### src/rtl/shapool_pkg.sv
// Shared definitions for the share-check path: difficulty code width,
// saturation level for the reported difficulty, and the meter FSM states.
// Pure declarations; no logic, no latency, no flow control.
package shapool_pkg;

  // Difficulty code N means the top N hash bits must be zero.
  localparam int DIFF_CODE_W    = 4;
  localparam int DIFF_MAX_LEVEL = 15;

  // Hash difficulty meter states.
  //   METER_ZERO   : every hash bit accepted so far is zero
  //   METER_SKIP   : a one has been seen, remaining words are drained
  //   METER_RESULT : result held on the output until accepted
  typedef enum logic [1:0] {
    METER_ZERO   = 2'd0,
    METER_SKIP   = 2'd1,
    METER_RESULT = 2'd2
  } meter_state_e;

  // Saturate a leading-zero count to the largest reportable difficulty level.
  function automatic logic [DIFF_CODE_W-1:0] sat_level(input logic [31:0] lz);
    if (lz > 32'(DIFF_MAX_LEVEL)) begin
      sat_level = DIFF_CODE_W'(DIFF_MAX_LEVEL);
    end else begin
      sat_level = lz[DIFF_CODE_W-1:0];
    end
  endfunction

endpackage

### src/rtl/word_lzc.sv
// Leading-zero count of one word (priority encoder from the MSB down).
// Latency: purely combinational, zero cycles.
// Backpressure: none; no handshake, the result follows the input directly.
module word_lzc #(
  parameter int WORD_WIDTH = 16
) (
  input  logic [WORD_WIDTH-1:0]         word,
  output logic [$clog2(WORD_WIDTH+1)-1:0] lzc
);

  localparam int CNT_W = $clog2(WORD_WIDTH+1);

  logic found;

  // Scan from the MSB; the first one found fixes the count. An all-zero
  // word keeps the default of WORD_WIDTH.
  always_comb begin
    lzc   = CNT_W'(WORD_WIDTH);
    found = 1'b0;
    for (int i = WORD_WIDTH - 1; i >= 0; i--) begin
      if (!found && word[i]) begin
        lzc   = CNT_W'(WORD_WIDTH - 1 - i);
        found = 1'b1;
      end
    end
  end

endmodule

### src/rtl/hash_difficulty_meter.sv
// Counts leading zeros of a streamed hash (MS word first) and checks it against a difficulty code.
// Latency: out_valid rises the cycle after the last word is accepted; HASH_WORDS+1 cycles per hash.
// Backpressure: in_ready drops while a result is pending and returns the cycle after out_ready handshake.
module hash_difficulty_meter
  import shapool_pkg::*;
#(
  parameter int WORD_WIDTH = 16,
  parameter int HASH_WORDS = 16
) (
  input  logic                                        clk,
  input  logic                                        reset,
  input  logic                                        in_valid,
  output logic                                        in_ready,
  input  logic [WORD_WIDTH-1:0]                       in_word,
  input  logic [DIFF_CODE_W-1:0]                      target_code,
  output logic                                        out_valid,
  input  logic                                        out_ready,
  output logic [$clog2(HASH_WORDS*WORD_WIDTH+1)-1:0]  out_lz,
  output logic [DIFF_CODE_W-1:0]                      out_level,
  output logic                                        out_match
);

  localparam int LZW   = $clog2(HASH_WORDS*WORD_WIDTH+1);
  localparam int WLZ_W = $clog2(WORD_WIDTH+1);
  localparam int IDX_W = (HASH_WORDS > 1) ? $clog2(HASH_WORDS) : 1;
  localparam logic [IDX_W-1:0] LAST_IDX = IDX_W'(HASH_WORDS - 1);

  meter_state_e           state_q,     state_d;
  logic [IDX_W-1:0]       idx_q,       idx_d;
  logic [LZW-1:0]         lz_acc_q,    lz_acc_d;
  logic [DIFF_CODE_W-1:0] tgt_q,       tgt_d;
  logic [LZW-1:0]         out_lz_q,    out_lz_d;
  logic [DIFF_CODE_W-1:0] out_level_q, out_level_d;
  logic                   out_match_q, out_match_d;

  logic [WLZ_W-1:0]       word_lzc_w;
  logic                   accept;
  logic [LZW-1:0]         lz_next;
  logic [DIFF_CODE_W-1:0] tgt_eff;

  word_lzc #(
    .WORD_WIDTH (WORD_WIDTH)
  ) u_word_lzc (
    .word (in_word),
    .lzc  (word_lzc_w)
  );

  // Handshake decode from the state register only, so out_ready never
  // reaches in_ready combinationally.
  assign in_ready  = (state_q != METER_RESULT);
  assign out_valid = (state_q == METER_RESULT);
  assign accept    = in_valid && in_ready;

  assign out_lz    = out_lz_q;
  assign out_level = out_level_q;
  assign out_match = out_match_q;

  // Count contributed by the word on the input: only words seen while all
  // earlier bits were zero add to the total. Word 0 compares against the
  // live target_code since the latch only loads on that same edge.
  always_comb begin
    lz_next = lz_acc_q;
    if (state_q == METER_ZERO) begin
      lz_next = lz_acc_q + LZW'(word_lzc_w);
    end
    tgt_eff = (idx_q == '0) ? target_code : tgt_q;
  end

  // Next-state, counter, accumulator, target latch and result capture.
  always_comb begin
    state_d     = state_q;
    idx_d       = idx_q;
    lz_acc_d    = lz_acc_q;
    tgt_d       = tgt_q;
    out_lz_d    = out_lz_q;
    out_level_d = out_level_q;
    out_match_d = out_match_q;

    unique case (state_q)
      METER_ZERO, METER_SKIP: begin
        if (accept) begin
          if (idx_q == '0) begin
            tgt_d = target_code;
          end
          lz_acc_d = lz_next;
          if (idx_q == LAST_IDX) begin
            // Last word wins over the ZERO->SKIP move.
            state_d     = METER_RESULT;
            out_lz_d    = lz_next;
            out_level_d = sat_level(32'(lz_next));
            out_match_d = (lz_next >= LZW'(tgt_eff));
          end else begin
            idx_d = idx_q + IDX_W'(1);
            if ((state_q == METER_ZERO) && (word_lzc_w < WLZ_W'(WORD_WIDTH))) begin
              state_d = METER_SKIP;
            end
          end
        end
      end
      METER_RESULT: begin
        if (out_ready) begin
          state_d  = METER_ZERO;
          idx_d    = '0;
          lz_acc_d = '0;
        end
      end
      default: begin
        state_d  = METER_ZERO;
        idx_d    = '0;
        lz_acc_d = '0;
      end
    endcase
  end

  // State and result registers; reset discards any partial hash or pending result.
  always_ff @(posedge clk) begin
    if (reset) begin
      state_q     <= METER_ZERO;
      idx_q       <= '0;
      lz_acc_q    <= '0;
      tgt_q       <= '0;
      out_lz_q    <= '0;
      out_level_q <= '0;
      out_match_q <= 1'b0;
    end else begin
      state_q     <= state_d;
      idx_q       <= idx_d;
      lz_acc_q    <= lz_acc_d;
      tgt_q       <= tgt_d;
      out_lz_q    <= out_lz_d;
      out_level_q <= out_level_d;
      out_match_q <= out_match_d;
    end
  end

endmodule

### config.mk
export PLATFORM = sky130hd
export DESIGN_NAME = hash_difficulty_meter
export DESIGN_NICKNAME = d
export VERILOG_FILES = /design/src/rtl/shapool_pkg.sv /design/src/rtl/word_lzc.sv /design/src/rtl/hash_difficulty_meter.sv
export SDC_FILE = /design/constraint.sdc
export NUM_CORES = 1
export LEC_CHECK = 0
export ABC_AREA = 1
export BUFFER_PORTS_ARGS = -buffer_cell sky130_fd_sc_hd__buf_2
export CORE_MARGIN = 4
export CORE_UTILIZATION = 50
export DETAILED_ROUTE_END_ITERATION = 6
export MAX_ROUTING_LAYER = met4
export PLACE_DENSITY = 0.73
export SLEW_MARGIN = 10
export SYNTH_ARGS = -nofsm -noshare
export SYNTH_HDL_FRONTEND = slang
export SYNTH_HIERARCHICAL = 1
export SYNTH_SLANG_ARGS = --single-unit
### constraint.sdc
create_clock -name clk -period 3.8 [get_ports clk]
set_input_delay 0 -clock clk [delete_from_list [all_inputs] [get_ports clk]]
set_output_delay 0 -clock clk [all_outputs]
set_load 0.01 [all_outputs]
### Yosys cells after proc, flatten, opt, wreduce, memory -nomap -nowiden

Cells that the tools add are included.

| word-level totals | value |
|---|---|
| flip-flop bits (word level) | 33 |
| input bits | 24 |

| operators by class | value |
|---|---|
| add/sub/neg operators | 2 |
| order comparisons | 3 |
| equality and inequality tests | 8 |
| mux-type cells | 46 |
| reductions and logical operators | 40 |

Operators by type and width:

| cell | number |
|---|---|
| 5-bit two-way mux | 16 |
| 9-bit two-way mux | 3 |
| 4-bit two-way mux | 5 |
| 9-bit one-hot mux with 2 select lines | 1 |
| 1-bit logical AND | 17 |
| 1-bit logical NOT | 15 |
| 1-bit two-way mux | 15 |
| 9-bit by 5-bit adder with 9-bit output | 1 |
| 9-bit by 4-bit greater-or-equal comparator with 1-bit output | 1 |
| 9-bit by 4-bit > comparator with 1-bit output (second input constant) | 1 |
| 3-bit AND reduction | 3 |
| 2-bit two-way mux | 4 |
| 4-bit one-hot mux with 2 select lines | 1 |
| 2-bit != test (second input constant) | 3 |
| 5-bit < comparator (second input constant) | 1 |
| 4-bit by 1-bit adder with 4-bit output (second input constant) | 1 |
| 4-bit == test (second input constant) | 1 |
| 4-bit logical NOT | 1 |
| 2-bit one-hot mux with 2 select lines | 1 |
| 2-bit AND reduction | 2 |
| 3-bit != test (second input constant) | 1 |
| 2-bit by 1-bit == test with 1-bit output (second input constant) | 1 |
| 2-bit == test (second input constant) | 1 |
| 2-bit logical NOT | 1 |
| 2 further kinds | 2 |

### Longest topological paths before layout

Gate-level depths: netlist (run 1).

| depth | value |
|---|---|
| depth in word-level cells | 52 |
| mapped depth | 25 |

### Modules after synthesis

Netlist (run 1), hierarchy kept.

By module, submodules not included:

| module | times used | cells each | area an instance (µm²) | seq. area each (µm²) |
|---|---|---|---|---|
| hash_difficulty_meter | 1 | 266 | 1894.3 | 660.6 |
| word_lzc | 1 | 53 | 289.0 | 0.0 |

### Least setup slack after synthesis (run 1)

Ideal clock, no wire load.

| path | value |
|---|---|
| path type | input to register |
| start point | input in_word[12] |
| end point | register out_match_q (netlist: out_match) |
| setup time | 112 ps |
| arrival | 2672 ps |
| setup slack | 1016 ps |
| stages | 20 |
| path buffers | 0 |
| path through | nor2_2 > nand3_2 > nor2_4 > nand4_4 > nor2_4 > nand4_2 > nor2_1 > nor2_1 > nand2_1 > ha_1 > inv_1 > fa_1 > o21ai_0 > ha_1 > a21boi_0 > o21a_1 > o21ai_0 > nand2_1 > o21ai_2 > inv_1 |

| on the way | value |
|---|---|
| word-level cells in the longest chain between the ends | 41 |

Ends and longest elaborated chain:

| what | RTL line | source |
|---|---|---|
| start: declaration | hash_difficulty_meter.sv:14 | `input logic [WORD_WIDTH-1:0] in_word,` |
| 1-bit logical AND * | word_lzc.sv:21 | `if (!found && word[i]) begin` |
| 1-bit two-way mux | word_lzc.sv:21 |  |
| 1-bit logical NOT | word_lzc.sv:21 |  |
| 1-bit logical AND | word_lzc.sv:21 |  |
| 1-bit two-way mux | word_lzc.sv:21 |  |
| 1-bit logical NOT | word_lzc.sv:21 |  |
| 1-bit logical AND | word_lzc.sv:21 |  |
| 1-bit two-way mux | word_lzc.sv:21 |  |
| (+27 left out) | n/a |  |
| 1-bit logical NOT | word_lzc.sv:21 |  |
| 1-bit logical AND | word_lzc.sv:21 |  |
| 5-bit two-way mux * | word_lzc.sv:21 |  |
| net word_lzc_w[0] | hash_difficulty_meter.sv:36 | `logic [WLZ_W-1:0] word_lzc_w;` |
| 9-bit by 5-bit adder with 9-bit output * | hash_difficulty_meter.sv:64 | `lz_next = lz_acc_q + LZW'(word_lzc_w);` |
| 9-bit two-way mux * | hash_difficulty_meter.sv:63 | `if (state_q == METER_ZERO) begin` |
| net lz_next[1] | hash_difficulty_meter.sv:38 | `logic [LZW-1:0] lz_next;` |
| 9-bit by 4-bit greater-or-equal comparator with 1-bit output * | hash_difficulty_meter.sv:91 | `out_match_d = (lz_next >= LZW'(tgt_eff));` |
| end signal: assignment | hash_difficulty_meter.sv:132 | `out_match_q <= out_match_d;` |
| end: declaration | hash_difficulty_meter.sv:34 | `logic out_match_q, out_match_d;` |

Mark *: on every way through the listed nets, which the timed path passes. The rest lies on a longest branch.
A chain may end at the register's enable or synchronous reset.

### Final worst setup path (run 1)

Same ends and word-level chain as after synthesis.

==> metrics.md, run 1 <==
| Metric | Value |
|---|---|
| Critical path peak fanout | 3 |
| Area Overhead vs Synth | 13.35% |
| Post-route DRC violation count | 0 |
| TNS Setup | 0 ns |
| Routed via count | about 2,000 |
| DPL Wire Length | between 3 and 4 mm |
| Number of global-route vias before repair | 1,952 |
| Leakage | roughly 1.2 nW |
| Pin count of the biggest net entering global routing | 29 |
| Worst slew pin tran | roughly 0.72 ns |
| Post-Syn Nets | roughly 360 |
| Post-synth top area share | a little over 30% |
| CTS H-tree depth | 2 |
| Min cycle time layout | 2.838 ns |
| Post-Syn Instances | 319 |
| Clk sinks | 33 |
| First-pass GRT wire length | 8.038 mm |
| Syn Std Cell Area | approximately 0.0022 mm^2 |
| Clk_lat worst skew | between 0.2 and 0.3 ns |
| Hold depth | 3 |
| Die span in x | approximately 74 um |
| Area of the multi-input gates | ~0.0013 mm^2 |
| Worst path arrival time | 3.02 ns |
| Nets@finish | 394 |
| GRT Util Overall | a little under a fifth |
| Antenna-violating nets left | 0 |
| Overall routed net length | approximately 4.7 mm |
| VDD IR max | 0.0002864 V |
| Drt first pass iters | 4 |
| Synth cell count leaders | nand2_1, inv_1, dfxtp_1 |
| CTS Buffer Depth | 2 |
| Die area | between 0.005 and 0.006 mm^2 |
| Core Box Area | just over 0.004 mm^2 |
| Share of cells above drive strength 1 | between 20% and 30% |
| Post-cts sizing count | 0 |
| Yosys warning count | 6 |
| Final Hold Viols | 0 |
| WS Path Type | in2reg |
| Synth area leaders | dfxtp_1, nand2_1, inv_1, a21oi_1, ha_1 |
| Max-cap viol count | 0 |
| WL per Instance | between 10 and 15 um |
| Top-count cell post-synth | nand2_1 |
| Clock Skew | around 0.0046 ns |
| Starting DRT DRC Count | 67 |
| Chip height | between 70 and 80 um |
| CTS tree | yes |
| Antenna violations before repair | 0 |
| TritonCTS Buffers | 5 |
| Final period utilization | between 70% and 80% |
| Post-place setup slack | around 0.70 ns |
| Non-filler cells in the finished layout | approximately 400 |
| Slew HR | between 50 and 60% |
| Gp weighted congestion | 0.7989 |
| Setup WS post-layout | between 0.9 and 1 ns |
| Storage cell area | between 600 and 700 um^2 |
| EDFF count, synth | 0 |
| Dpl cells | 401 |
| CP startpoint kind | input pin |
| Cell taking the most area after synthesis | dfxtp_1 |
| Clk slew on worst S/H paths | about 0.07 ns |
| Drt via density | between 4 and 5 |
| Hold Buf Count CTS | 0 |
| Cell Rows | 23 |
| Antenna Cells | 0 |
| Ports | 40 |
| Worst Hold Class | in2reg |
| Ys flop type | dfxtp_1 |
| Total congestion overflow | 0 |
| Post-CTS setup buffers | 0 |
| Seq/Total Area, Yosys | between 30 and 40% |
| Final Max Slew Viols | 0 |
| Yosys reg bits | 33 |
| Final setup violation count | 0 |
| Fillers | between 400 and 500 |
| Element type at the critical path end | flop |
| FMAX | between 300 and 400 MHz |
| R2r worst-path depth | 11 |
| Synth Area per Inst | 6.844 um^2 |
| PwrDens | 297.5 mW/mm^2 |
| Critical Path RT | around 4 ns |
| Post-synthesis cell type count | 41 |
| Clock root buffer | clkbuf_8 |
| IO Port Bufs | 39 |
| Initial Util | 53.06% |
| Status | finished, final reports clean |
| RSZ-0062 raised after global routing | no |
| Async SR Flop Fraction | 0% |
==> worst max-delay path, stage by stage <==
cell and delay (ns):
buf_2 0.11, nor2_2 0.16, nand3_2 0.13, nor2_4 0.13, nand4_4 0.10, nor2_4 0.12, nand4_2 0.10, nor2_1 0.10
nor2_1 0.05, nand2_1 0.06, ha_1 0.15, inv_1 0.05, fa_1 0.41, o21ai_0 0.37, ha_1 0.31, a21boi_0 0.12
o21a_1 0.16, o21ai_0 0.13, nand2_1 0.08, o21ai_2 0.13, inv_1 0.04
==> power by group <==
group	internal (mW)	switching [mW]	total, mW
Combinational	0.0426	0.0697	0.112
Sequential	0.355	0.00659	0.362
Clock	0.144	0.119	0.262
Total	0.541	0.195	0.736
==> flip-flops by register name (all words and copies together) (netlist names) <==
signal	count
idx_q	4
lz_acc_q	9
out_level	4
out_lz	9
out_match	1
state_q	2
tgt_q	4
==> per-layer routing <==
metal	vias up	track usage (%)	share of wire, %	routed length, um
met5	-	-	0	0
met4	0	4.427	0.58	27
met3	4	4.054	4.1	192
met2	33	31.40	48	2235
met1	887	22.89	47	2196
li1	1096	-	-	-
==> area by class of cell <==
cell class                      count  share of cell area, %
Multi-Input combinational cell    227                  51.52
Sequential cell                    33                  26.69
Timing Repair Buffer               39                  7.887
Inverter                           52                  7.887
Clock buffer                        7                  3.488
Tap cell                           50                  2.528
==> kinds of logic after synthesis <==
logic type,count (synthesis),synth area share (%)
compound gates,50,13.64
xor+xnor,1,0.4012
fa+ha+maj,12,7.221
buf+inv,59,11.35
flops,33,30.26
mux,3,1.375
simple gates,161,35.76
==> layout by cell type, fill, tap and decap left out, types with 4 or more instances in the layout <==
cell type	instances
nand2_1	85
inv_1	48
buf_2	39
dfxtp_1	33
a21oi_1	29
nor2_1	28
nand3_1	15
ha_1	11
o21ai_0	7
nor2_2	7
clkbuf_8	6
inv_2	4
nor2_4	4
==> metrics by stage <==
stage	utilization, %	area, um^2	hold WS [ns]	power [mW]
final	60.14	2475	0.03980	0.7363
after global routing	60.14	2475	0.05399	0.7777
after detailed placement	58.04	2389	0.3253	0.4812
after global placement	58.04	2389	0.3196	0.4785
after CTS	60.14	2475	0.03800	0.7408
after floorplan	-	2183	0.2051	0.4499
==> worst paths after layout <==
path	from	to	slack, ns
max reg2reg	lz_acc_q[0]	out_match	1.36
max	in_word[12]	out_match	0.96
min reg2reg	out_lz[8]	out_lz[8]	0.46
min	out_ready	state_q[1]	0.04
No activity file was read; power rests on OpenSTA's default activity.
==> run 2: changes to the inputs <==
clock period = 2.9 ns   (was 3.8 ns; I/O delays follow)
==> metrics.md, run 2 (synthesis gave the netlist of run 1 again) <==
| Metric | Value |
|---|---|
| Status | finished, final reports clean |
| Overall routed net length | about 4.7 mm |
| WL per Instance | around 11 um |
| Clk_lat worst skew | ~0.29 ns |
| Post-route DRC violation count | 0 |
| RSZ-0062 raised after global routing | no |
| Fillers | 402 |
| Antenna Cells | 0 |
| Nets@finish | about 400 |
| Worst slew pin tran | roughly 0.72 ns |
| FMAX | roughly 400 MHz |
| Clock Skew | roughly 0.0025 ns |
| DPL Wire Length | approximately 3.7 mm |
| Antenna-violating nets left | 0 |
| Critical Path Source | in_word[12] |
| Leakage | 1.250 nW |
| CP startpoint kind | input pin |
| Setup WS post-layout | about 0.34 ns |
| Slew HR | approximately half |
| Worst path arrival time | about 2.8 ns |
| Area Overhead vs Synth | 14.78% |
| Reg2reg start | idx_q[0] |
| Ports | 40 |
| Most frequent cells in the layout | nand2_1, inv_1, buf_2, dfxtp_1, a21oi_1 |
| Final period utilization | between 80% and 90% |
| CTS H-tree depth | 2 |
| First-pass GRT wire length | 7.852 mm |
| IO Port Bufs | 39 |
| Critical Path RT | around 3.1 ns |
| Clock root buffer | clkbuf_8 |
| Commonest non-fill, non-tap cell in the layout | nand2_1 |
| Final setup violation count | 0 |
| WS Path Type | in2reg |
| Storage cell area | between 600 and 700 um^2 |
| HP Start | out_ready |
| Antenna violations before repair | 0 |
| Critical path peak fanout | 3 |
| Area of the multi-input gates | around 0.0013 mm^2 |
| Clk sinks | 33 |
| Routed via count | ~2,000 |
| Final Hold Viols | 0 |
| Final Max Slew Viols | 0 |
| Pin count of the biggest net entering global routing | 29 |
| CTS Buffer Depth | 2 |
| Number of global-route vias before repair | approximately 1,900 |
| Starting DRT DRC Count | 79 |
| Drt via density | about 5.0 |
| CTS tree | yes |
| Core Box Area | just over 0.004 mm^2 |
| Chip height | about 74 um |
| Hold Slack | just over 0.03 ns |
| Cell Rows | 23 |
| GRT Util Overall | a little under a fifth |
| Die span in x | between 70 and 80 um |
| Clk slew on worst S/H paths | ~0.060 ns |
| Post-CTS setup buffers | 0 |
| Element type at the critical path end | flop |
| R2R setup slack | between 0.6 and 0.7 ns |
| Gp weighted congestion | roughly 0.79 |
| VDD IR max | roughly 0.00023 V |
| Total congestion overflow | 0 |
| Drt first pass iters | 4 |
| Final core occ | between 60% and 70% |
| Total power | about 950 uW |
| Die area | 0.005488 mm^2 |
| Initial Util | 53.06% |
| Post-place setup slack | -0.1270 ns |
| TritonCTS Buffers | 5 |
| PwrDens | approximately 380 mW/mm^2 |
| Worst Hold Class | in2reg |
| Share of cells above drive strength 1 | a little under a quarter |
| Min cycle time layout | between 2 and 3 ns |
| Max-cap viol count | 0 |
==> run 2: changes by cell type in the layout (fill, tap and decap cells not counted), sizes merged <==
cell / delta
buf: +4
clkbuf: -2
clkinv: +1
==> run 2: area by class of cell <==
cell class / count / share of cell area, %
Sequential cell: 33 / 26.36
Clock inverter: 1 / 0.1997
Inverter: 52 / 7.788
Tap cell: 50 / 2.496
Multi-Input combinational cell: 227 / 51.42
Clock buffer: 5 / 2.746
Timing Repair Buffer: 43 / 8.987
==> run 2: path summary, 6_finish.rpt <==
path	depth (start not counted)	endpoint
worst min-delay path	3	state_q[1]
worst max-delay path	21	out_match
worst min register to register	2	out_lz[2]
worst max register to register	11	out_match
==> run 2: where the power goes <==
group	internal [mW]	total [mW]	switching (mW)
Sequential	0.465	0.473	0.00822
Combinational	0.0629	0.158	0.0948
Clock	0.158	0.320	0.162
==> run 2: critical path, stage by stage <==
cell and delay, ns:
buf_2 0.12, nor2_4 0.12, nand3_2 0.11, nor2_4 0.13, nand4_4 0.10, nor2_4 0.12, nand4_2 0.10, nor2_1 0.11
nor2_1 0.05, nand2_1 0.06, ha_1 0.15, inv_1 0.05, fa_1 0.45, o21ai_2 0.15, ha_1 0.24, a21boi_0 0.12
o21a_1 0.16, o21ai_0 0.15, nand2_1 0.08, o21ai_2 0.13, inv_1 0.04
==> run 2: routing by layer <==
layer / share of wire (%) / track usage (%) / vias to the layer above
li1: - / - / 1102
met1: 46 / 22.09 / 915
met2: 47 / 31.50 / 36
met3: 5.2 / 4.054 / 8
met4: 1.8 / 7.847 / 0
met5: 0 / - / -
==> run 2: through the flow <==
| step | TNS, ns | instance area (um^2) | cells |
|---|---|---|---|
| 2_1_floorplan | 0 | 2183 | 319 |
| 3_3_place_gp | -0.003974 | 2419 | 405 |
| 3_5_place_dp | -0.1270 | 2419 | 405 |
| 4_1_cts | 0 | 2492 | 411 |
| 5_1_grt | 0 | 2506 | 411 |
| 6_report | 0 | 2506 | 411 |
==> run 2: repair_timing <==
item	4_1_cts	5_1_grt
gates resized for setup	0	4
hold buffers	0	0
setup endpoints to repair	0	1
==> run 3: changes to the inputs <==
CELL_PAD_IN_SITES_DETAIL_PLACEMENT = 1   (was unset)
CELL_PAD_IN_SITES_GLOBAL_PLACEMENT = 1   (was unset)
CORE_UTILIZATION = 39   (was 50)
GPL_TIMING_DRIVEN = 1   (was unset)
PLACE_DENSITY = 0.79   (was 0.73)
==> metrics.md, run 3 (synthesis gave the netlist of run 1 again) <==
| Metric | Value |
|---|---|
| Clk sinks | 33 |
| Sw power | 288.5 uW |
| Critical path peak fanout | 3 |
| Sw Ratio | about 27% |
| Internal Power | 780.0 uW |
| CP max stage delay | ~0.51 ns |
| Worst Hold Class | in2reg |
| Max-cap viol count | 0 |
| Most used cell, CP | nor2_4 |
| Most frequent cells in the layout | nand2_1, inv_1, buf_2, dfxtp_1, a21oi_1 |
| Cell Rows | 26 |
| Die area | 0.006859 mm^2 |
| Share of cells above drive strength 1 | 24.04% |
| Final period utilization | around 90% |
| CP Cell Sequence | buf_2, nor2_4, nand3_4, nor2_4, nand4_4, nor2_4, nand4_2, nor2_1, nor2_1, nand2_1, ha_1, inv_1, fa_2, o21ai_1, ha_1, a21boi_0, o21a_1, o21ai_1, nand2_1, o21ai_2, inv_1 |
| Clock root buffer | clkbuf_8 |
| Drt first pass iters | 4 |
| Worst slew pin tran | slightly above 0.7 ns |
| CP bufs+invs | 3 |
| WS Path Type | in2reg |
| Pin count of the biggest net entering global routing | 29 |
| Slew HR | just over 50% |
| WL per Instance | roughly 13 um |
| Starting DRT DRC Count | between 50 and 60 |
| TritonCTS Buffers | 5 |
| Setup WS post-layout | 0.2106 ns |
| Hold Slack | around 0.030 ns |
| Fillers | 747 |
| Critical Path RT | 3.09 ns |
| Storage cell area | 660.6 um^2 |
| FMAX | between 300 and 400 MHz |
| CTS tree | yes |
| Combinational share of power | between 10% and 20% |
| Drt via density | approximately 5 |
| Post-route DRC violation count | 0 |
| Min cycle time layout | 2.689 ns |
| Worst path arrival time | around 2.9 ns |
| Clock Skew | 0.009825 ns |
| Total congestion overflow | 0 |
| Post-place setup slack | -0.1306 ns |
| IO Port Bufs | 39 |
| Reg2reg start | lz_acc_q[0] |
| Gp weighted congestion | roughly 0.8 |
| Ports | 40 |
| Antenna violations before repair | 0 |
| Clk_lat worst skew | approximately 0.29 ns |
| Final Hold Viols | 0 |
| Routed via count | 2,201 |
| RSZ-0062 raised after global routing | no |
| PwrDens | about 400 mW/mm^2 |
| CTS H-tree depth | 2 |
| CTS Buffer Depth | 2 |
| CP max stage cell | fa_2 |
| HP Start | out_ready |
| Chip height | between 80 and 90 um |
| Die span in x | approximately 83 um |
| Critical Path Source | in_word[13] |
| Final setup violation count | 0 |
| Clk pwr share | 39.7% |
| Nets@finish | roughly 400 |
| Clk slew on worst S/H paths | 0.07 ns |
| First-pass GRT wire length | between 10 and 15 mm |
| Element type at the critical path end | flop |
| Final Max Slew Viols | 0 |
| Hold Buf Count CTS | 0 |
| Initial Util | 41.43% |
| Area of the multi-input gates | between 0.001 and 0.0015 mm^2 |
| CP startpoint kind | input pin |
| Number of global-route vias before repair | ~2,300 |
| DPL Wire Length | between 4 and 5 mm |
| Cell class contributing the biggest share of worst-path delay | simple AND/OR/NAND/NOR gates |
| Status | finished, final reports clean |
| Sequential fraction of design power | 44.3% |
| Overall routed net length | between 5 and 6 mm |
| GRT Util Overall | 18.18% |
| Area Overhead vs Synth | 18.97% |
| Leakage | around 1.3 nW |
| Commonest non-fill, non-tap cell in the layout | nand2_1 |
| VDD IR max | approximately 0.00029 V |
| Core Box Area | between 0.005 and 0.006 mm^2 |
| Antenna Cells | 0 |
| Antenna-violating nets left | 0 |
run 3: path summary, 6_finish.rpt:
kind | slack (ns) | to | cells past startpoint
max | 0.21 | out_match | 21
max reg2reg | 0.62 | out_match | 11
min | 0.03 | state_q[1] | 3
min reg2reg | 0.46 | out_lz[3] | 2
run 3: repair_timing:
| action | CTS | global route |
|---|---|---|
| buffers inserted | 0 | 1 |
| endpoints found under the setup margin | 0 | 4 |
| hold endpoints to repair | 0 | 0 |
| resized for setup | 0 | 6 |
run 3: cell type report:
class                      instances  share of cell area [%]
multi-input combinational        227                   49.86
inverter                          52                   7.514
clock buffer                       5                   2.649
sequential                        33                   25.43
tap                               70                   3.372
clock inverter                     2                   1.349
timing repair buffer              47                   9.827
run 3: power by group through the flow:
| stage | logic, mW | registers, mW | clock network (mW) |
|---|---|---|---|
| floorplan | 0.108 | 0.482 | 0 |
| detailed placement | 0.163 | 0.484 | 0 |
| CTS | 0.168 | 0.474 | 0.435 |
| finish | 0.171 | 0.474 | 0.424 |
| global route | 0.194 | 0.475 | 0.456 |
| global placement | 0.157 | 0.483 | 0 |
run 3: metrics by stage:
| stage | util (%) | power (mW) | cell area (um^2) | std cells | TNS, ns |
|---|---|---|---|---|---|
| 2_1_floorplan | - | 0.5895 | 2183 | 319 | 0 |
| 6_report | 49.29 | 1.068 | 2597 | 436 | 0 |
| 3_3_place_gp | 46.79 | 0.6402 | 2466 | 428 | -0.06104 |
| 5_1_grt | 49.29 | 1.125 | 2597 | 436 | 0 |
| 3_5_place_dp | 46.79 | 0.6467 | 2466 | 428 | -0.1306 |
| 4_1_cts | 48.77 | 1.077 | 2570 | 435 | 0 |
run 3: worst reg2reg max path, delay by kind of cell, from the launching register on:
kind            cells  cell delay, ns
compound gates      5            0.77
fa+ha+maj           3            0.89
buf+inv             2            0.11
flops               1            0.33
simple gates        1            0.07
run 3: per-layer routing:
layer	vias up	GRT usage (%)	part of all wire (%)
li1	1111	-	-
met1	1040	21.74	45
met2	40	30.76	50
met3	10	4.455	3.7
met4	0	4.458	0.89
met5	-	-	0
